==> src/rtl/spi_ram_arb_pkg.sv <==
// rtl/spi_ram_arb_pkg.sv - shared types for the two-port SPI command RAM arbiter
package spi_ram_arb_pkg;

    localparam int CMD_W = 10;

    typedef enum logic [1:0] {
        WR_ADDR = 2'b00,
        WR_DATA = 2'b01,
        RD_ADDR = 2'b10,
        RD_DATA = 2'b11
    } opcode_e;

    typedef enum logic [1:0] {
        IDLE,
        ISSUE,
        RD_WAIT
    } arb_state_e;

    // RAM opcodes are the ones that need the arbiter; address opcodes only touch latches
    function automatic logic is_ram_op(input opcode_e op);
        return (op == WR_DATA) || (op == RD_DATA);
    endfunction

endpackage

==> src/rtl/spi_ram_port_ctx.sv <==
// rtl/spi_ram_port_ctx.sv - per-port address latches, read-pending flag and read response register
module spi_ram_port_ctx
    import spi_ram_arb_pkg::*;
#(
    parameter int ADDR_W = 8,
    parameter int DATA_W = 8
) (
    input  logic              clk,
    input  logic              rst,
    input  logic              cmd_accept,
    input  logic [CMD_W-1:0]  cmd_data,
    input  logic              rdata_load,
    input  logic [DATA_W-1:0] rdata,
    input  logic              tx_ack,
    output logic [ADDR_W-1:0] wr_addr,
    output logic [ADDR_W-1:0] rd_addr,
    output logic              rd_pending,
    output logic              tx_valid,
    output logic [DATA_W-1:0] tx_data
);

    opcode_e op;

    assign op = opcode_e'(cmd_data[CMD_W-1 -: 2]);

    always_ff @(posedge clk) begin
        if (rst) begin
            wr_addr    <= '0;
            rd_addr    <= '0;
            rd_pending <= 1'b0;
            tx_valid   <= 1'b0;
            tx_data    <= '0;
        end else begin
            if (cmd_accept && op == WR_ADDR)
                wr_addr <= cmd_data[ADDR_W-1:0];
            if (cmd_accept && op == RD_ADDR)
                rd_addr <= cmd_data[ADDR_W-1:0];

            // an ack with nothing to consume must not release the pending read
            if (cmd_accept && op == RD_DATA)
                rd_pending <= 1'b1;
            else if (tx_valid && tx_ack)
                rd_pending <= 1'b0;

            if (rdata_load) begin
                tx_valid <= 1'b1;
                tx_data  <= rdata;
            end else if (tx_ack) begin
                tx_valid <= 1'b0;
            end
        end
    end

endmodule

==> src/rtl/spi_ram_arbiter.sv <==
// rtl/spi_ram_arbiter.sv - round-robin RAM arbiter for two SPI command ports; SPI_ARB_FIXED_PRIO_EN selects fixed port0 priority
module spi_ram_arbiter
    import spi_ram_arb_pkg::*;
#(
    parameter int ADDR_W = 8,
    parameter int DATA_W = 8,
    parameter int RD_LAT = 1
) (
    input  logic              clk,
    input  logic              rst,
    input  logic              req0_valid,
    input  logic [CMD_W-1:0]  req0_data,
    output logic              req0_ready,
    output logic              req0_tx_valid,
    output logic [DATA_W-1:0] req0_tx_data,
    input  logic              req0_tx_ack,
    input  logic              req1_valid,
    input  logic [CMD_W-1:0]  req1_data,
    output logic              req1_ready,
    output logic              req1_tx_valid,
    output logic [DATA_W-1:0] req1_tx_data,
    input  logic              req1_tx_ack,
    output logic              ram_en,
    output logic              ram_we,
    output logic [ADDR_W-1:0] ram_addr,
    output logic [DATA_W-1:0] ram_wdata,
    input  logic [DATA_W-1:0] ram_rdata
);

    arb_state_e        state, state_nxt;
    opcode_e           op0, op1, acc_op;
    logic              pend0, pend1;
    logic              ram_req0, ram_req1, gnt0, gnt1;
    logic              ram_acc0, ram_acc1;
    logic              issue_we, owner, rd_load, lat_done;
    logic [1:0]        lat_cnt;
    logic [ADDR_W-1:0] wa0, ra0, wa1, ra1, acc_addr;
    logic [DATA_W-1:0] acc_wdata;

    assign op0 = opcode_e'(req0_data[CMD_W-1 -: 2]);
    assign op1 = opcode_e'(req1_data[CMD_W-1 -: 2]);

    assign ram_req0 = req0_valid && !pend0 && is_ram_op(op0);
    assign ram_req1 = req1_valid && !pend1 && is_ram_op(op1);

`ifdef SPI_ARB_FIXED_PRIO_EN
    assign gnt0 = ram_req0;
    assign gnt1 = ram_req1 && !ram_req0;
`else
    // last_p1 starts set so port0 wins the first conflict after reset
    logic last_p1;

    assign gnt0 = ram_req0 && (!ram_req1 || last_p1);
    assign gnt1 = ram_req1 && (!ram_req0 || !last_p1);

    always_ff @(posedge clk) begin
        if (rst)
            last_p1 <= 1'b1;
        else if (ram_acc0)
            last_p1 <= 1'b0;
        else if (ram_acc1)
            last_p1 <= 1'b1;
    end
`endif

    assign req0_ready = !rst && req0_valid && !pend0 &&
                        (is_ram_op(op0) ? (state == IDLE && gnt0) : 1'b1);
    assign req1_ready = !rst && req1_valid && !pend1 &&
                        (is_ram_op(op1) ? (state == IDLE && gnt1) : 1'b1);

    assign ram_acc0 = req0_ready && is_ram_op(op0);
    assign ram_acc1 = req1_ready && is_ram_op(op1);

    assign acc_op    = ram_acc1 ? op1 : op0;
    assign acc_wdata = ram_acc1 ? req1_data[DATA_W-1:0] : req0_data[DATA_W-1:0];
    assign acc_addr  = ram_acc1 ? ((op1 == WR_DATA) ? wa1 : ra1)
                                : ((op0 == WR_DATA) ? wa0 : ra0);

    // ram_addr/ram_wdata keep their last value between accesses
    always_ff @(posedge clk) begin
        if (rst) begin
            owner     <= 1'b0;
            issue_we  <= 1'b0;
            ram_addr  <= '0;
            ram_wdata <= '0;
        end else if (ram_acc0 || ram_acc1) begin
            owner    <= ram_acc1;
            issue_we <= (acc_op == WR_DATA);
            ram_addr <= acc_addr;
            if (acc_op == WR_DATA)
                ram_wdata <= acc_wdata;
        end
    end

    always_ff @(posedge clk) begin
        if (rst || state != RD_WAIT)
            lat_cnt <= '0;
        else
            lat_cnt <= lat_cnt + 2'd1;
    end

    assign lat_done = (lat_cnt == 2'(RD_LAT - 1));

    always_ff @(posedge clk) begin
        if (rst)
            state <= IDLE;
        else
            state <= state_nxt;
    end

    always_comb begin
        state_nxt = state;
        case (state)
            IDLE:    if (ram_acc0 || ram_acc1) state_nxt = ISSUE;
            ISSUE:   state_nxt = issue_we ? IDLE : RD_WAIT;
            RD_WAIT: if (lat_done) state_nxt = IDLE;
            default: state_nxt = IDLE;
        endcase
    end

    always_comb begin
        ram_en  = 1'b0;
        ram_we  = 1'b0;
        rd_load = 1'b0;
        case (state)
            ISSUE: begin
                ram_en = 1'b1;
                ram_we = issue_we;
            end
            RD_WAIT: rd_load = lat_done;
            default: ;
        endcase
    end

    spi_ram_port_ctx #(.ADDR_W(ADDR_W), .DATA_W(DATA_W)) u_ctx0 (
        .clk        (clk),
        .rst        (rst),
        .cmd_accept (req0_ready),
        .cmd_data   (req0_data),
        .rdata_load (rd_load && !owner),
        .rdata      (ram_rdata),
        .tx_ack     (req0_tx_ack),
        .wr_addr    (wa0),
        .rd_addr    (ra0),
        .rd_pending (pend0),
        .tx_valid   (req0_tx_valid),
        .tx_data    (req0_tx_data)
    );

    spi_ram_port_ctx #(.ADDR_W(ADDR_W), .DATA_W(DATA_W)) u_ctx1 (
        .clk        (clk),
        .rst        (rst),
        .cmd_accept (req1_ready),
        .cmd_data   (req1_data),
        .rdata_load (rd_load && owner),
        .rdata      (ram_rdata),
        .tx_ack     (req1_tx_ack),
        .wr_addr    (wa1),
        .rd_addr    (ra1),
        .rd_pending (pend1),
        .tx_valid   (req1_tx_valid),
        .tx_data    (req1_tx_data)
    );

endmodule

==> config.mk <==
export PLATFORM = sky130hd
export DESIGN_NAME = spi_ram_arbiter
export DESIGN_NICKNAME = d
export VERILOG_FILES = /design/src/rtl/spi_ram_arb_pkg.sv /design/src/rtl/spi_ram_port_ctx.sv /design/src/rtl/spi_ram_arbiter.sv
export SDC_FILE = /design/constraint.sdc
export NUM_CORES = 1
export LEC_CHECK = 0
export ABC_AREA = 0
export CAP_MARGIN = 20
export CORE_MARGIN = 2
export CORE_UTILIZATION = 45
export CTS_CLUSTER_DIAMETER = 80
export DETAILED_ROUTE_END_ITERATION = 12
export PLACE_DENSITY = 0.75
export SLEW_MARGIN = 10
export SYNTH_ARGS = -nofsm -noshare
export SYNTH_HDL_FRONTEND = slang
export SYNTH_SLANG_ARGS = --single-unit
==> constraint.sdc <==
create_clock -name clk -period 1.65 [get_ports clk]
set_input_delay 0.33 -clock clk [delete_from_list [all_inputs] [get_ports clk]]
set_output_delay 0.33 -clock clk [all_outputs]
set_load 0.01 [all_outputs]
### Word level (Yosys, flattened, before mapping)

Index checks and enable logic that the tools add are counted.

| storage, ports and cells | value |
|---|---|
| output and inout bits | 38 |
| input port bits | 34 |
| flip-flop bits (word level) | 75 |
| word-level logic and storage cells | 104 |

| cells by class | value |
|---|---|
| multiplexer cells | 24 |
| reductions and logical operators | 50 |
| equality and inequality tests | 12 |
| add/subtract/negate cells | 1 |

Operator list:

| cell | number |
|---|---|
| $mux W8 | 4 |
| $logic_and A1 B1 Y1 | 26 |
| $mux W1 | 15 |
| $eq A2 B2 Y1 const B | 5 |
| $reduce_bool A2 Y1 | 5 |
| $eq A2 B1 Y1 const B | 4 |
| $logic_not A2 Y1 | 4 |
| $mux W2 | 4 |
| $logic_not A1 Y1 | 7 |
| $logic_or A1 B1 Y1 | 6 |
| $pmux W2 S3 | 1 |
| $ne A2 B2 Y1 const B | 2 |
| $reduce_and A2 Y1 | 2 |
| $add A2 B1 Y2 const B | 1 |
| $ne A2 B1 Y1 const B | 1 |

### Longest topological paths before layout

| logic depth | value |
|---|---|
| depth in word-level cells | 13 |
| depth in mapped cells | 7 |
| depth with buffers taken out | 5 |

### Modules after synthesis

A second synthesis with hierarchy kept.

| second synthesis, totals | value |
|---|---|
| cells, all modules | 343 |
| area total of the unflattened synthesis | 3440.8 um^2 |

Modules (own cells, without submodules):

| module | area each (um^2) | seq. area each (um^2) | cells each | times used |
|---|---|---|---|---|
| spi_ram_port_ctx | 1048.5 | 520.5 | 98 | 2 |
| spi_ram_arbiter | 1343.8 | 460.4 | 147 | 1 |

### Worst setup path after synthesis

No wires, ideal clock.

| timing | value |
|---|---|
| path type | input-to-reg |
| start | in req1_data[9] |
| end | reg ram_wdata[0] |
| setup slack | 0.011 ns |
| arrival time | 1.505 ns |
| stages on the path | 7 |
| cell sequence | buf_2 -> nand2b_1 -> buf_2 -> o32ai_4 -> and2_1 -> buf_2 -> a311oi_1 |

| on the way | value |
|---|---|
| word-level cells in the longest chain between the ends | 12 |
| elaborated cells between the ends (all ways) | 21 |

Ends and longest elaborated chain:

| what | line | source |
|---|---|---|
| start: declaration | spi_ram_arbiter.sv:18 | `input logic [CMD_W-1:0] req1_data,` |
| parallel branches: the longest is 12 deep, another holds $eq A2 B1 Y1 | -- |  |
| end signal: assignment | spi_ram_arbiter.sv:91 | `ram_wdata <= acc_wdata;` |
| end: declaration | spi_ram_arbiter.sv:26 | `output logic [DATA_W-1:0] ram_wdata,` |

Parallel ways; which one is timed is not known.
A chain may end at the register's enable or synchronous reset.

### Worst setup path after layout

| timing | value |
|---|---|
| start | reg state[1] |
| end | out req0_ready |

| on the way | value |
|---|---|
| word-level cells in the longest chain between the ends | 4 |

Ends and longest elaborated chain:

| what | line | source |
|---|---|---|
| start: declaration | spi_ram_arbiter.sv:30 | `arb_state_e state, state_nxt;` |
| start signal: assignment | spi_ram_arbiter.sv:108 | `state <= state_nxt;` |
| $logic_not A2 Y1 | spi_ram_arbiter.sv:67 | `(is_ram_op(op0) ? (state == IDLE && gnt0) : 1'b1);` |
| $logic_and A1 B1 Y1 | spi_ram_arbiter.sv:67 |  |
| $mux W1 | spi_ram_arbiter.sv:67 |  |
| $logic_and A1 B1 Y1 | spi_ram_arbiter.sv:66 | `assign req0_ready = !rst && req0_valid && !pend0 &&` |
| end: declaration | spi_ram_arbiter.sv:13 | `output logic req0_ready,` |

Every way passes these cells.

==> impl_results.md <==
- Run status: finished with violations
- Failing checks: setup timing
- Synth cell types: 45
- RSZ-0062 raised after global routing: true
- Startpoint types: flip-flop
- CORE AREA: slightly below 7000 um^2
- Worst hold start: rst
- Seq pwr share: 46.6%
- # DRC: 0
- Post-route minimum period: 1750 ps
- Die X: a little under 90 um
- Final instance area: 4600 um^2
- Synthesized cell area: 3210 um^2
- Routed wire length: 8.40 mm
- Row count: 30
- VDD IR max: 553 uV
- Slowest CP cell: or3_4
- Largest net degree at the start of global routing: 33
- Crit-path max FO: 2
- DR iter-0 viols: 139
- Wirelength per Cell: 15.2 um
- WHS Path Cells: 3
- Crit path DAT: 1420 ps
- Final non-filler cell total: 551
- FF-to-FF Start: state[1]
- CTS Buf Count: 9
- Psw: roughly 0.98 mW
- Pwr per Cell Area: just under 900 nW/um^2
- Sw frac: a little under a quarter
- Area of placed instances: 4270 um^2
- PortBufs: 71
- Worst-Margin Slew: 385 ps
- DIE HEIGHT: 88.5 um
- R2R Path End: ram_addr[1]
- Crit path required time: 1320 ps
- HPWL Detailed: between 6 and 7 mm
- Highest clock rate: 570 MHz
- Max-Slew Margin vs Limit: about three quarters
- Clock Latency Late Sink: 340 ps
- Initial antenna violation count: 0
- Antenna cells: 0
- Avg Cell Area, Syn: 9.24 um^2
- Die Area: about 7800 um^2
- H-tree levels: 3
- Clock transition at path regs: 80 ps
- Final Cycle Share: 106%
- P_int: 3.13 mW
- First-pass GRT wire length: ~14 mm
- Seq cells post-synth: 75
- Total track usage: 22.8%
- Post-CTS Hold Buffers: 0
- Routed vias: 2846
- EDFF count, synth: 0
- Crit Path Category: reg2out
- Commonest non-fill, non-tap cell in the layout: dfxtp_1
- Final Hold Viols: 0
- Nets: between 400 and 500
- Worst-path cell chain: or3_4 -> o22ai_2 -> and3b_1 -> buf_2
- Layout cell share with drive strength beyond 1: 18.9%
- Final setup violation count: 2
- Vias in the first global route: 2809
- Synth Flop Type: dfxtp_1
- Ys async rst share: 0%
- Sink Count: 75
- TritonCTS clock tree: yes
- Vias per cell: approximately 5.2
- Fillcell total: roughly 530
- Leak: 1.80 nW
- Max-Cap Viols: 0
- Post-Syn Instances: 348
- Combinational share of power: ~15%
- Clock Path Buffers: 2
- Initial Util: 46.8%
- Pre-antenna DRT Iters: 4
- Largest delay contributor family on the critical path: simple AND/OR/NAND/NOR gates
- Post-DRT Antenna Nets: 0
- Hold EP: u_ctx1.rd_pending
- Worst Path Buf+Inv: 1
- Crit path capture type: primary output
- GP Congestion: 0.832
- I/O Pins: 72
- Worst min-delay path class: in2reg
- Ys Warns: 0
- Root Driver: clkbuf_8
- Syn nets: 383
- Layout area overhead: 43.0%
- R2R Setup Slk: roughly 70 ps
- Fin Clk Skew: 11.4 ps
- Largest stage delay, worst path: 390 ps
- Grt total ovfl: 0
- Final Max Slew Viols: 0
- # placed instances: 532
- Seq/Total Area, Yosys: 46.7%
- Clock power frac: 38.7%
- Post-route setup slack: -103 ps
- Most frequent cells in the layout: 72 x dfxtp_1, 62 x clkdlybuf4s50_1, 54 x nand2_1, 39 x mux2i_1, 35 x buf_4
- R2R depth: 6
==> logic make-up (layout without fill, tap and decap cells) <==
logic type,count (synthesis),after routing,synth area share [%]
buffers and inverters,27,134,3.89
multiplexers,39,39,12.1
flip-flops,75,75,46.7
AND/OR/NAND/NOR,129,129,21.2
adder cells (fa/ha/maj),1,1,0.389
AO/OA/AOI/OAI,77,77,15.7
==> per-stage QoR <==
step                      hold slack (ps)  setup TNS [ps]  util [%]  power, mW  worst slack [ps]
after floorplan                       397               0         -       2.21              10.6
after global placement                405          -14190      62.2       2.51              -511
after detailed placement              412          -16440      62.2       2.52              -529
after CTS                             394            -148      66.0       4.11              -124
after global routing                  397            -674      66.9       4.27              -195
final                                 398            -117      66.9       4.11              -103
==> what timing repair did <==
item                       4_1_cts  5_1_grt
gates resized for setup         29       12
setup endpoints to repair       22       25
pin swaps                        5        7
setup buffers                    3        1
==> worst reg2reg max path: stages, from the launching register on <==
cell and delay, ps:
dfxtp_2 330, or3_4 390, buf_4 180, nor3_4 220, buf_12 160, a221oi_1 80
o21a_1 130
==> final cells by class <==
cell class	count	area (um^2)	area share, %
multi-input combinational	246	1650	35.9
inverter	6	22.5	0.490
clock buffer	11	151	3.29
timing repair buffer	113	1070	23.4
sequential	75	1510	32.8
tap	96	120	2.61
clock inverter	4	73.8	1.61
==> how the worst max path moves through the flow <==
| stage | from | end | slack, ps | cells after the start |
|---|---|---|---|---|
| 2_1_floorplan | req1_data[9] | ram_wdata[0] | 10 | 7 |
| 3_3_place_gp | req1_data[8] | req0_ready | -510 | 5 |
| 3_5_place_dp | req1_data[8] | req0_ready | -530 | 5 |
| 4_1_cts | state[1] | req0_ready | -120 | 4 |
| 5_1_grt | state[1] | req0_ready | -200 | 4 |
| 6_report | state[1] | req0_ready | -100 | 4 |
==> flip-flops by register name (all words and copies together) (netlist names) <==
register and cells:
owner 1, u_ctx0.rd_addr 8, u_ctx1.rd_pending 1, u_ctx1.rd_addr 8
ram_addr 8, u_ctx1.wr_addr 8, u_ctx1.tx_valid 1, u_ctx0.wr_addr 8
lat_cnt 2, u_ctx0.tx_data 8, u_ctx0.tx_valid 1, last_p1 1
u_ctx1.tx_data 8, u_ctx0.rd_pending 1, state 2, issue_we 1
ram_wdata 8
==> power by group through the flow <==
stage                     clock (mW)  sequential [mW]  combinational (mW)
after global placement             0             1.95               0.557
after detailed placement           0             1.96               0.567
after floorplan                    0             1.96               0.253
after global routing            1.70             1.93               0.647
after CTS                       1.61             1.92               0.583
final                           1.59             1.92               0.601
==> cell usage after synthesis, types with 6 or more instances <==
master | number | area [um^2]
inv_1 | 6 | 22.5
dfxtp_1 | 75 | 1500
nor2_1 | 22 | 82.6
o21ai_0 | 17 | 85.1
a221oi_1 | 6 | 52.6
nand2_1 | 54 | 203
clkbuf_1 | 14 | 52.6
a21oi_1 | 29 | 145
a211oi_1 | 7 | 52.6
o21a_1 | 6 | 45.0
mux2i_1 | 39 | 390
nand2b_1 | 23 | 144
==> routing by layer <==
layer  wire length, um  GRT usage [%]  share of wire (%)  vias up
li1                  -              -                  -     1433
met1              3710           29.6                 44     1323
met2              4140           36.8                 49       74
met3               370           4.01                4.4       16
met4               184           10.6                2.2        0
met5                 0              0                  0        -
Note: power is estimated with default switching activity, not from simulation.
